## src/rtl/alu_funct_decode_stage_if.sv

```systemverilog
// ============================================================================
// alu_funct_decode_stage_if: upstream/downstream handshake bundle for the ALU
// funct decode stage. Rev 1.0
// ============================================================================
`default_nettype none

interface alu_funct_decode_stage_if #(
  parameter int TAG_W     = 5,
  parameter int ILL_CNT_W = 8,
  parameter int OP_W      =
`ifdef ALU_MULDIV_EN
    18
`else
    10
`endif
);
  logic                 in_valid;
  logic                 in_ready;
  logic                 ins_r_t;
  logic                 ins_i_t;
  logic [2:0]           funct3;
  logic [6:0]           funct7;
  logic [TAG_W-1:0]     in_tag;
  logic                 out_valid;
  logic                 out_ready;
  logic [OP_W-1:0]      op;
  logic                 imm_sel;
  logic                 illegal;
  logic [TAG_W-1:0]     out_tag;
  logic [ILL_CNT_W-1:0] ill_count;

  // The stage itself
  modport slave (
    input  in_valid, ins_r_t, ins_i_t, funct3, funct7, in_tag, out_ready,
    output in_ready, out_valid, op, imm_sel, illegal, out_tag, ill_count
  );

  // The surrounding pipeline (decoder upstream, issue downstream)
  modport master (
    output in_valid, ins_r_t, ins_i_t, funct3, funct7, in_tag, out_ready,
    input  in_ready, out_valid, op, imm_sel, illegal, out_tag, ill_count
  );
endinterface

`default_nettype wire

```

## src/rtl/alu_funct_decode_stage.sv

```systemverilog
// ============================================================================
// alu_funct_decode_stage: funct3/funct7 -> one-hot ALU op decoder feeding a
// 2-entry skid queue. Optional M-extension decode: ALU_MULDIV_EN. Rev 1.0
// ============================================================================
`default_nettype none

module alu_funct_decode_stage #(
  parameter int TAG_W     = 5,
  parameter int ILL_CNT_W = 8
) (
  input  logic                       clk,
  input  logic                       rst,
  alu_funct_decode_stage_if.slave    bus
);

`ifdef ALU_MULDIV_EN
  localparam int OP_W = 18;
`else
  localparam int OP_W = 10;
`endif

  localparam logic [6:0] F7_BASE   = 7'b0000000;
  localparam logic [6:0] F7_ALT    = 7'b0100000;
`ifdef ALU_MULDIV_EN
  localparam logic [6:0] F7_MULDIV = 7'b0000001;
`endif

  typedef enum logic [1:0] {
    S_EMPTY = 2'd0,
    S_ONE   = 2'd1,
    S_FULL  = 2'd2
  } state_t;

  state_t               state, state_nxt;
  logic                 in_ready_q, in_ready_nxt;
  logic                 head, tail;
  logic [ILL_CNT_W-1:0] ill_cnt;

  logic [OP_W-1:0]      q_op  [2];
  logic                 q_imm [2];
  logic                 q_ill [2];
  logic [TAG_W-1:0]     q_tag [2];

  logic [9:0]           base_onehot;
  logic [OP_W-1:0]      dec_op;
  logic                 dec_ill;
  logic                 dec_imm;
  logic                 push, pop, out_valid;

  assign out_valid = (state != S_EMPTY);
  assign push      = bus.in_valid && in_ready_q;
  assign pop       = out_valid && bus.out_ready;

  // funct3 ordering for the funct7=0 group: ADD SLL SLT SLTU XOR SRL OR AND
  always_comb begin
    base_onehot = 10'b0;
    case (bus.funct3)
      3'b000:  base_onehot[0] = 1'b1;
      3'b001:  base_onehot[2] = 1'b1;
      3'b010:  base_onehot[3] = 1'b1;
      3'b011:  base_onehot[4] = 1'b1;
      3'b100:  base_onehot[5] = 1'b1;
      3'b101:  base_onehot[6] = 1'b1;
      3'b110:  base_onehot[8] = 1'b1;
      default: base_onehot[9] = 1'b1;
    endcase
  end

  always_comb begin
    dec_op  = '0;
    dec_ill = 1'b0;
    dec_imm = 1'b0;
    if (bus.ins_r_t && bus.ins_i_t) begin
      dec_ill = 1'b1;
    end else if (bus.ins_r_t) begin
      if (bus.funct7 == F7_BASE) begin
        dec_op[9:0] = base_onehot;
      end else if (bus.funct7 == F7_ALT && bus.funct3 == 3'b000) begin
        dec_op[1] = 1'b1;
      end else if (bus.funct7 == F7_ALT && bus.funct3 == 3'b101) begin
        dec_op[7] = 1'b1;
`ifdef ALU_MULDIV_EN
      end else if (bus.funct7 == F7_MULDIV) begin
        dec_op[OP_W-1:10] = 8'(8'b1 << bus.funct3);
`endif
      end else begin
        dec_ill = 1'b1;
      end
    end else if (bus.ins_i_t) begin
      // Immediate shifts reuse funct7 as the shift-type field; others ignore it
      if (bus.funct3 == 3'b001) begin
        if (bus.funct7 == F7_BASE) dec_op[2] = 1'b1;
        else                       dec_ill   = 1'b1;
      end else if (bus.funct3 == 3'b101) begin
        if (bus.funct7 == F7_BASE)     dec_op[6] = 1'b1;
        else if (bus.funct7 == F7_ALT) dec_op[7] = 1'b1;
        else                           dec_ill   = 1'b1;
      end else begin
        dec_op[9:0] = base_onehot;
      end
      dec_imm = !dec_ill;
    end
  end

  always_ff @(posedge clk) begin
    if (rst) begin
      state      <= S_EMPTY;
      in_ready_q <= 1'b1;
      head       <= 1'b0;
      tail       <= 1'b0;
      ill_cnt    <= '0;
    end else begin
      state      <= state_nxt;
      in_ready_q <= in_ready_nxt;
      if (push) tail <= ~tail;
      if (pop)  head <= ~head;
      if (push && dec_ill && (ill_cnt != '1)) ill_cnt <= ill_cnt + 1'b1;
    end
  end

  // in_ready is registered from the next state so out_ready never reaches it
  always_comb begin
    state_nxt    = state;
    in_ready_nxt = 1'b1;
    case (state)
      S_EMPTY: if (push) state_nxt = S_ONE;
      S_ONE: begin
        if (push && !pop)      state_nxt = S_FULL;
        else if (pop && !push) state_nxt = S_EMPTY;
      end
      S_FULL:  if (pop) state_nxt = S_ONE;
      default: state_nxt = S_EMPTY;
    endcase
    if (state_nxt == S_FULL) in_ready_nxt = 1'b0;
  end

  always_ff @(posedge clk) begin
    if (rst) begin
      for (int k = 0; k < 2; k++) begin
        q_op[k]  <= '0;
        q_imm[k] <= 1'b0;
        q_ill[k] <= 1'b0;
        q_tag[k] <= '0;
      end
    end else if (push) begin
      q_op[tail]  <= dec_op;
      q_imm[tail] <= dec_imm;
      q_ill[tail] <= dec_ill;
      q_tag[tail] <= bus.in_tag;
    end
  end

  assign bus.in_ready  = in_ready_q;
  assign bus.out_valid = out_valid;
  assign bus.op        = out_valid ? q_op[head]  : '0;
  assign bus.imm_sel   = out_valid ? q_imm[head] : 1'b0;
  assign bus.illegal   = out_valid ? q_ill[head] : 1'b0;
  assign bus.out_tag   = out_valid ? q_tag[head] : '0;
  assign bus.ill_count = ill_cnt;

endmodule

`default_nettype wire

```

## src/flat_wrapper.sv

```systemverilog
// flat-port wrapper written by rule: the top's interface ports become plain ports
module alu_funct_decode_stage_flat 
#(
  parameter int TAG_W     = 5,
  parameter int ILL_CNT_W = 8
)
  (clk, rst, bus_in_valid, bus_ins_r_t, bus_ins_i_t, bus_funct3, bus_funct7, bus_in_tag, bus_out_ready, bus_in_ready, bus_out_valid, bus_op, bus_imm_sel, bus_illegal, bus_out_tag, bus_ill_count);
  alu_funct_decode_stage_if #(.TAG_W(TAG_W), .ILL_CNT_W(ILL_CNT_W), .OP_W((10))) bus_i ();
  input  logic clk;
  input  logic rst;
  input wire logic [$bits(bus_i.in_valid)-1:0] bus_in_valid;
  input wire logic [$bits(bus_i.ins_r_t)-1:0] bus_ins_r_t;
  input wire logic [$bits(bus_i.ins_i_t)-1:0] bus_ins_i_t;
  input wire logic [$bits(bus_i.funct3)-1:0] bus_funct3;
  input wire logic [$bits(bus_i.funct7)-1:0] bus_funct7;
  input wire logic [$bits(bus_i.in_tag)-1:0] bus_in_tag;
  input wire logic [$bits(bus_i.out_ready)-1:0] bus_out_ready;
  output wire logic [$bits(bus_i.in_ready)-1:0] bus_in_ready;
  output wire logic [$bits(bus_i.out_valid)-1:0] bus_out_valid;
  output wire logic [$bits(bus_i.op)-1:0] bus_op;
  output wire logic [$bits(bus_i.imm_sel)-1:0] bus_imm_sel;
  output wire logic [$bits(bus_i.illegal)-1:0] bus_illegal;
  output wire logic [$bits(bus_i.out_tag)-1:0] bus_out_tag;
  output wire logic [$bits(bus_i.ill_count)-1:0] bus_ill_count;
  assign bus_i.in_valid = bus_in_valid;
  assign bus_i.ins_r_t = bus_ins_r_t;
  assign bus_i.ins_i_t = bus_ins_i_t;
  assign bus_i.funct3 = bus_funct3;
  assign bus_i.funct7 = bus_funct7;
  assign bus_i.in_tag = bus_in_tag;
  assign bus_i.out_ready = bus_out_ready;
  assign bus_in_ready = bus_i.in_ready;
  assign bus_out_valid = bus_i.out_valid;
  assign bus_op = bus_i.op;
  assign bus_imm_sel = bus_i.imm_sel;
  assign bus_illegal = bus_i.illegal;
  assign bus_out_tag = bus_i.out_tag;
  assign bus_ill_count = bus_i.ill_count;
  alu_funct_decode_stage #(.TAG_W(TAG_W), .ILL_CNT_W(ILL_CNT_W)) u_core (.clk(clk), .rst(rst), .bus(bus_i));
endmodule
```

## config.mk

```make
export PLATFORM = sky130hd
export DESIGN_NAME = alu_funct_decode_stage_flat
export DESIGN_NICKNAME = d
export VERILOG_FILES = /design/src/rtl/alu_funct_decode_stage_if.sv /design/src/rtl/alu_funct_decode_stage.sv /design/src/flat_wrapper.sv
export SDC_FILE = /design/constraint.sdc
export NUM_CORES = 1
export LEC_CHECK = 0
export BUFFER_PORTS_ARGS = -buffer_cell sky130_fd_sc_hd__buf_2
export CAP_MARGIN = 25
export CORE_MARGIN = 1
export CORE_UTILIZATION = 58
export DETAILED_ROUTE_END_ITERATION = 8
export GPL_ROUTABILITY_DRIVEN = 1
export HOLD_SLACK_MARGIN = 0.1
export PLACE_DENSITY = 0.91
export SLEW_MARGIN = 20
export SYNTH_ARGS = -nofsm -noshare
export SYNTH_HDL_FRONTEND = slang
export SYNTH_SLANG_ARGS = --single-unit
export TNS_END_PERCENT = 30
```

## constraint.sdc

```tcl
create_clock -name clk -period 3.6 [get_ports clk]
set_clock_uncertainty 0.05 [all_clocks]
set_input_delay 0.72 -clock clk [delete_from_list [all_inputs] [get_ports clk]]
set_output_delay 0.72 -clock clk [all_outputs]
set_load 0.005 [all_outputs]
```

==> impl_results.md, run 1 <==
- Max Cap Violations: 0
- Synth-to-layout area growth: 14.41%
- Mapped Nets: 240
- Adder-cell share of the synthesized area: 0.5356%
- RSZ-0062 raised after global routing: false
- HPWL Detailed: 2.915 mm
- Initial core utilization: 61.94%
- Clock buffer depth: 2
- Via count: 1697
- Row cnt: 22
- Max incr delay on CP: 980 ps
- Final Cycle Share: 70.57%
- Tmin final: 2541 ps
- Largest net degree at the start of global routing: 22
- Register area share after synthesis: 55.70%
- Drc violations: 0
- Final std cells w/o fill: 314
- Top routing layer in use: met4
- Worst hold path class: register to register
- Leakage power: 1.065 nW
- Post-synth EDFFs: 34
- Yosys reg bits: 48
- # fillers: 293
- Routed Antenna Nets: 0
- YS warnings: 0
- Layout net count: 287
- DRT Pass-1 Iters: 4
- Placed cell count: 306
- Detailed Route WL: 3.999 mm
- Post-synthesis mux area share: 9.159%
- Simple-gate portion of the synthesized area: 24.64%
- Reg clk slew, reported paths: 80 ps
- Postcts setup bufs: 0
- Mapped cell area: 0.002336 mm²
- Clock tree root driver cell: clkbuf_8
- Count of final setup violators: 0
- Wl on met1: 1.809 mm
- Status: completed
- Most used DFF post-synth: edfxtp_1
- Gr ovfl total: 0
- Worst path arrival time: 1770 ps
- Starting DRT DRC Count: 73
- Cells after synthesis: 218
- Max Slew Vio Count: 0
- First-pass GRT wire length: 6.630 mm
- Placer congestion estimate: 0.8180
- XOR/XNOR Fraction of Synth Area: 1.125%
- Initial antenna violation count: 0
- Share of cells above drive strength 1: 24.06%
- Met2 WL: 1.985 mm
- Req. time, crit path: 2830 ps
- Antenna Cells: 0
- Hold WS: 462.8 ps
- Power per standard cell area: 400.8 mW/mm²
- Critical path startpoint category: register
- Clock sinks: 48
- Average cell area after synthesis: 10.72 µm²
- Async set or reset register ratio after synthesis: 0%
- Slew Limit Headroom: 33.67%
- Final hold violation count: 0
- Highest-delay cell along the critical path: dfxtp_1
- DR WL/cell: 12.74 µm
- Clk Latency, worst-skew pair: 290 ps
- Total track usage: 20.72%
- Largest family of logic cells by synthesized area: simple AND/OR/NAND/NOR gates
- TNS Setup: 0 ps
- Netlist cell types: 42
- Ports: 48
- Die area: 0.004286 mm²
- Vias in the first global route: 1496
- Slew at the pin with the worst max-slew slack: 993.7 ps
- CP cell instances: mux2i_1 > nor2_1 > buf_2
- Core area: 0.003771 mm²
- Worst vdd ir: 0.2640 mV
- Die Wd: 65.47 µm
- Port-buffer cells: 47
- Num CTS Buffers: 5
- Crit path capture type: primary output
- Worst Path Class, Setup: register to primary output
- H-tree Lvls: 2
- Metal3 WL: 183 µm
- CTS Hold Buffers Added: 0
- Crit path max fanout: 17
- Die Y: 65.47 µm
- Max frequency: 0.3936 GHz
- Post-synthesis compound-gate area fraction: 5.731%
- Avg Vias per Cell: 5.404
- PostCTS Resize Cnt: 0
- CTS tree: built
==> power breakdown <==
group | leakage [nW] | internal [W] | switching, W
Combinational | 0.551 | 0.0000561 | 0.0000713
Sequential | 0.476 | 0.000623 | 0.0000216
Clock | 0.0388 | 0.000135 | 0.000164
Total | 1.07 | 0.000814 | 0.000257
==> sequential cells by signal, summed over array words and instances, names as in the netlist, named ones only <==
name / cells
u_core.q_imm: 2
u_core.state: 2
u_core.bus.in_ready: 1
u_core.q_tag: 10
u_core.bus.ill_count: 8
u_core.tail: 1
u_core.q_ill: 2
u_core.head: 1
u_core.q_op: 20
==> layout make-up <==
| type | count | area (µm²) | area share, % |
|---|---|---|---|
| flip-flops and latches | 48 | 1301 | 48.69 |
| multi-input cells | 157 | 962.2 | 36.00 |
| repair buffers | 49 | 250.2 | 9.363 |
| clock buffers | 6 | 72.57 | 2.715 |
| well taps | 48 | 60.06 | 2.247 |
| inverters | 4 | 15.01 | 0.5618 |
| clock inverters | 2 | 11.26 | 0.4213 |
==> routing by layer <==
layer / track usage [%] / up-vias
met4: 6.793 / 0
li1: - / 868
met3: 4.167 / 2
met5: 0 / -
met2: 35.57 / 42
met1: 26.07 / 785
==> worst max-delay path: cells and delay by family, from the launching register on <==
| family | cells | cell delay, ps |
|---|---|---|
| flops | 1 | 980 |
| mux | 1 | 290 |
| buf+inv | 1 | 130 |
| simple gates | 1 | 70 |
==> kinds of logic (layout without fill, tap and decap cells) <==
| kind of cell | count (synthesis) | after routing |
|---|---|---|
| AO/OA/AOI/OAI | 20 | 20 |
| buffers and inverters | 13 | 61 |
| flip-flops | 48 | 48 |
| adder cells (fa/ha/maj) | 1 | 1 |
| multiplexers | 21 | 21 |
| XOR/XNOR | 3 | 3 |
| AND/OR/NAND/NOR | 112 | 112 |
==> cells in the final DEF, fill, tap and decap left out, types with 4 or more instances in the layout <==
cell	Yosys	layout
nor2_1	51	51
buf_2	1	47
edfxtp_1	34	34
mux2i_1	18	18
dfxtp_1	14	14
nand2_1	10	10
nor3_1	8	8
a21oi_1	7	7
nand2b_1	6	6
or3_1	5	5
and2_1	5	5
and3_1	5	5
clkbuf_8	0	5
inv_1	4	4
o21ai_0	4	4
==> cells in the mapped netlist (2+ instances only) <==
cell type	count	area share, %
mux2_2	2	0.96
nand2b_1	6	1.6
or3_1	5	1.3
nand3b_1	2	0.64
inv_1	4	0.64
xor2_1	2	0.75
buf_6	3	1.4
nand4_1	2	0.54
and3_1	5	1.3
a31oi_1	2	0.54
mux2i_1	18	7.7
or4_1	2	0.64
clkbuf_1	5	0.80
nor3_1	8	1.7
edfxtp_1	34	44
and2_1	5	1.3
dfxtp_1	14	12
o31ai_1	2	0.64
nor2_1	51	8.2
nand2_1	10	1.6
or2_2	2	0.54
a21oi_1	7	1.5
nor2b_1	3	0.80
o21ai_0	4	0.86
nand3_1	3	0.64
==> final timing paths <==
| kind | startpoint | end | slack [ps] | cells past startpoint |
|---|---|---|---|---|
| setup / recovery | register | bus_op[6] | 1060 | 3 |
| hold / removal | u_core.head | register | 460 | 2 |
| setup reg to reg | u_core.bus.in_ready | u_core.q_op[1][8] | 1470 | 4 |
| hold reg to reg | u_core.head | register | 460 | 2 |
==> metrics by stage <==
step	instance area, µm²	utilization [%]	setup WS, ps	power, W
after floorplan	2336	-	1385	0.0007393
after global placement	2589	68.65	1070	0.0007814
after detailed placement	2589	68.65	1012	0.0007865
after CTS	2673	70.87	1040	0.001079
after global routing	2673	70.87	937.7	0.001121
final	2673	70.87	1059	0.001071
No activity file was read; power rests on OpenSTA's default activity.
==> run 2: changes to the inputs <==
--- a/config.mk
+++ b/config.mk
@@ -8,11 +8,11 @@
 export BUFFER_PORTS_ARGS = -buffer_cell sky130_fd_sc_hd__buf_2
 export CAP_MARGIN = 25
 export CORE_MARGIN = 1
-export CORE_UTILIZATION = 58
+export CORE_UTILIZATION = 54
 export DETAILED_ROUTE_END_ITERATION = 8
 export GPL_ROUTABILITY_DRIVEN = 1
 export HOLD_SLACK_MARGIN = 0.1
-export PLACE_DENSITY = 0.91
+export PLACE_DENSITY = 0.86
 export SLEW_MARGIN = 20
 export SYNTH_ARGS = -nofsm -noshare
 export SYNTH_HDL_FRONTEND = slang
==> constraint.sdc (replaced) <==
create_clock -name clk -period 2.7 [get_ports clk]
set_clock_uncertainty 0.05 [all_clocks]
set_input_delay 0.54 -clock clk [delete_from_list [all_inputs] [get_ports clk]]
set_output_delay 0.54 -clock clk [all_outputs]
set_load 0.005 [all_outputs]
==> run 2 against run 1 <==
Sequential share of layout area down 0.90 points. Global-route usage fell by 0.69 points. Design area rose by 1.9%. Final cell count rose by 2.2%. Clock power is 44% higher. Die area grew 7.2%. Non-clock buffer count is 5 higher. Total power up 37%. Critical endpoint is now bus_op[1]. Largest cell class unchanged. Highest routed layer unchanged.
==> impl_results.md, run 2 (synthesis gave the netlist of run 1 again) <==
- Clock sinks: 48
- Avg Vias per Cell: 5.405
- Placer congestion estimate: 0.8065
- Final Cycle Share: 79.21%
- Max incr delay on CP: 510 ps
- Worst hold path class: input pin to register
- Worst Path Class, Setup: register to primary output
- Biggest register: u_core.q_op
- Num CTS Buffers: 5
- Post-Place Cell Area: 0.002629 mm²
- Leakage power: 1.095 nW
- Layout net count: 292
- Max FFs per register: 20
- Max Slew Vio Count: 0
- Synth-to-layout area growth: 16.55%
- Req. time, crit path: 2110 ps
- CP top delay family: flip-flops
- Reg clk slew, reported paths: 80 ps
- Gr ovfl total: 0
- Critical path startpoint category: register
- Crit path capture type: primary output
- Row cnt: 23
- Tmin final: 2139 ps
- Max frequency: 0.4676 GHz
- Die Wd: 67.77 µm
- Via count: 1735
- CTS tree: built
- CTS Hold Buffers Added: 0
- Share of cells above drive strength 1: 25.83%
- Clk Latency, worst-skew pair: 290 ps
- Highest-delay cell along the critical path: dfxtp_1
- Finished layout cell area: 0.002723 mm²
- DRT Pass-1 Iters: 4
- Total design power: 0.001469 W
- HPWL Detailed: 3.021 mm
- Vias in the first global route: 1473
- Final hold violation count: 0
- DR WL/cell: 12.92 µm
- Commonest non-fill, non-tap cell in the layout: nor2_1
- Hold path start: bus_out_ready
- Postcts setup bufs: 0
- Antenna Cells: 0
- Ports: 48
- Worst path arrival time: 1550 ps
- Largest net degree at the start of global routing: 22
- RSZ-0062 raised after global routing: false
- Initial antenna violation count: 0
- Max Cap Violations: 0
- PostCTS Resize Cnt: 0
- Starting DRT DRC Count: 67
- Multi-input gate area: 962.2 µm²
- TNS Setup: 0 ps
- Core area: 0.004086 mm²
- Slew Limit Headroom: 75.70%
- Die Y: 67.77 µm
- Crit path max fanout: 12
- Status: completed
- Count of final setup violators: 0
- Drc violations: 0
- Worst vdd ir: 0.4035 mV
- H-tree Lvls: 2
- Total track usage: 20.02%
- Detailed Route WL: 4.148 mm
- Initial core utilization: 57.16%
- Routed Antenna Nets: 0
- Reg area: 0.001301 mm²
- CP cell instances: buf_4 > mux2i_1 > nor2_1 > buf_2
- Commonest non-fill, non-tap cells in the layout: 51 x nor2_1, 47 x buf_2, 34 x edfxtp_1
- Clock buffer depth: 2
- Fin util: 66.63%
- Clock tree root driver cell: clkbuf_8
- First-pass GRT wire length: 6.686 mm
- Slew at the pin with the worst max-slew slack: 361.8 ps
- Port-buffer cells: 47
- # fillers: 333
- Worst Path Buf+Inv: 2
- Power per standard cell area: 539.7 mW/mm²
- Reg2reg start: u_core.bus.ill_count[0]
- Die area: 0.004593 mm²
-- run 2: layout make-up --
cell class                      instances  share of cell area, %
Inverter                                4                 0.5515
Clock inverter                          1                 0.2757
Tap cell                               50                  2.298
Timing Repair Buffer                   54                  10.57
Sequential cell                        48                  47.79
Multi-Input combinational cell        157                  35.34
Clock buffer                            7                  3.171
-- run 2: metal layers --
metal,track usage [%],up-vias,wire length [µm]
li1,-,878,-
met1,24.75,799,1860
met2,34.53,52,2007
met3,3.547,6,212
met4,7.813,0,68
met5,0,-,0
-- run 2: worst paths after layout --
kind,endpoint,slack [ps],cells after the start
max,bus_op[1],560,4
min reg2reg,u_core.head,470,2
max reg2reg,u_core.bus.ill_count[4],750,5
min,u_core.bus.in_ready,470,2
-- run 2: where the power goes --
part           internal (W)  switching (W)
logic             0.0000809       0.000105
clock network      0.000208       0.000223
registers          0.000830      0.0000218
total               0.00112       0.000350
-- run 2: metrics by stage --
step                instances  hold slack, ps  worst slack, ps
global route              321           485.9            458.2
detailed placement        313           445.4            546.3
finish                    321           467.9            561.2
CTS                       321           459.0            527.3
global placement          313           435.3            524.2
floorplan                 218           422.5            664.7
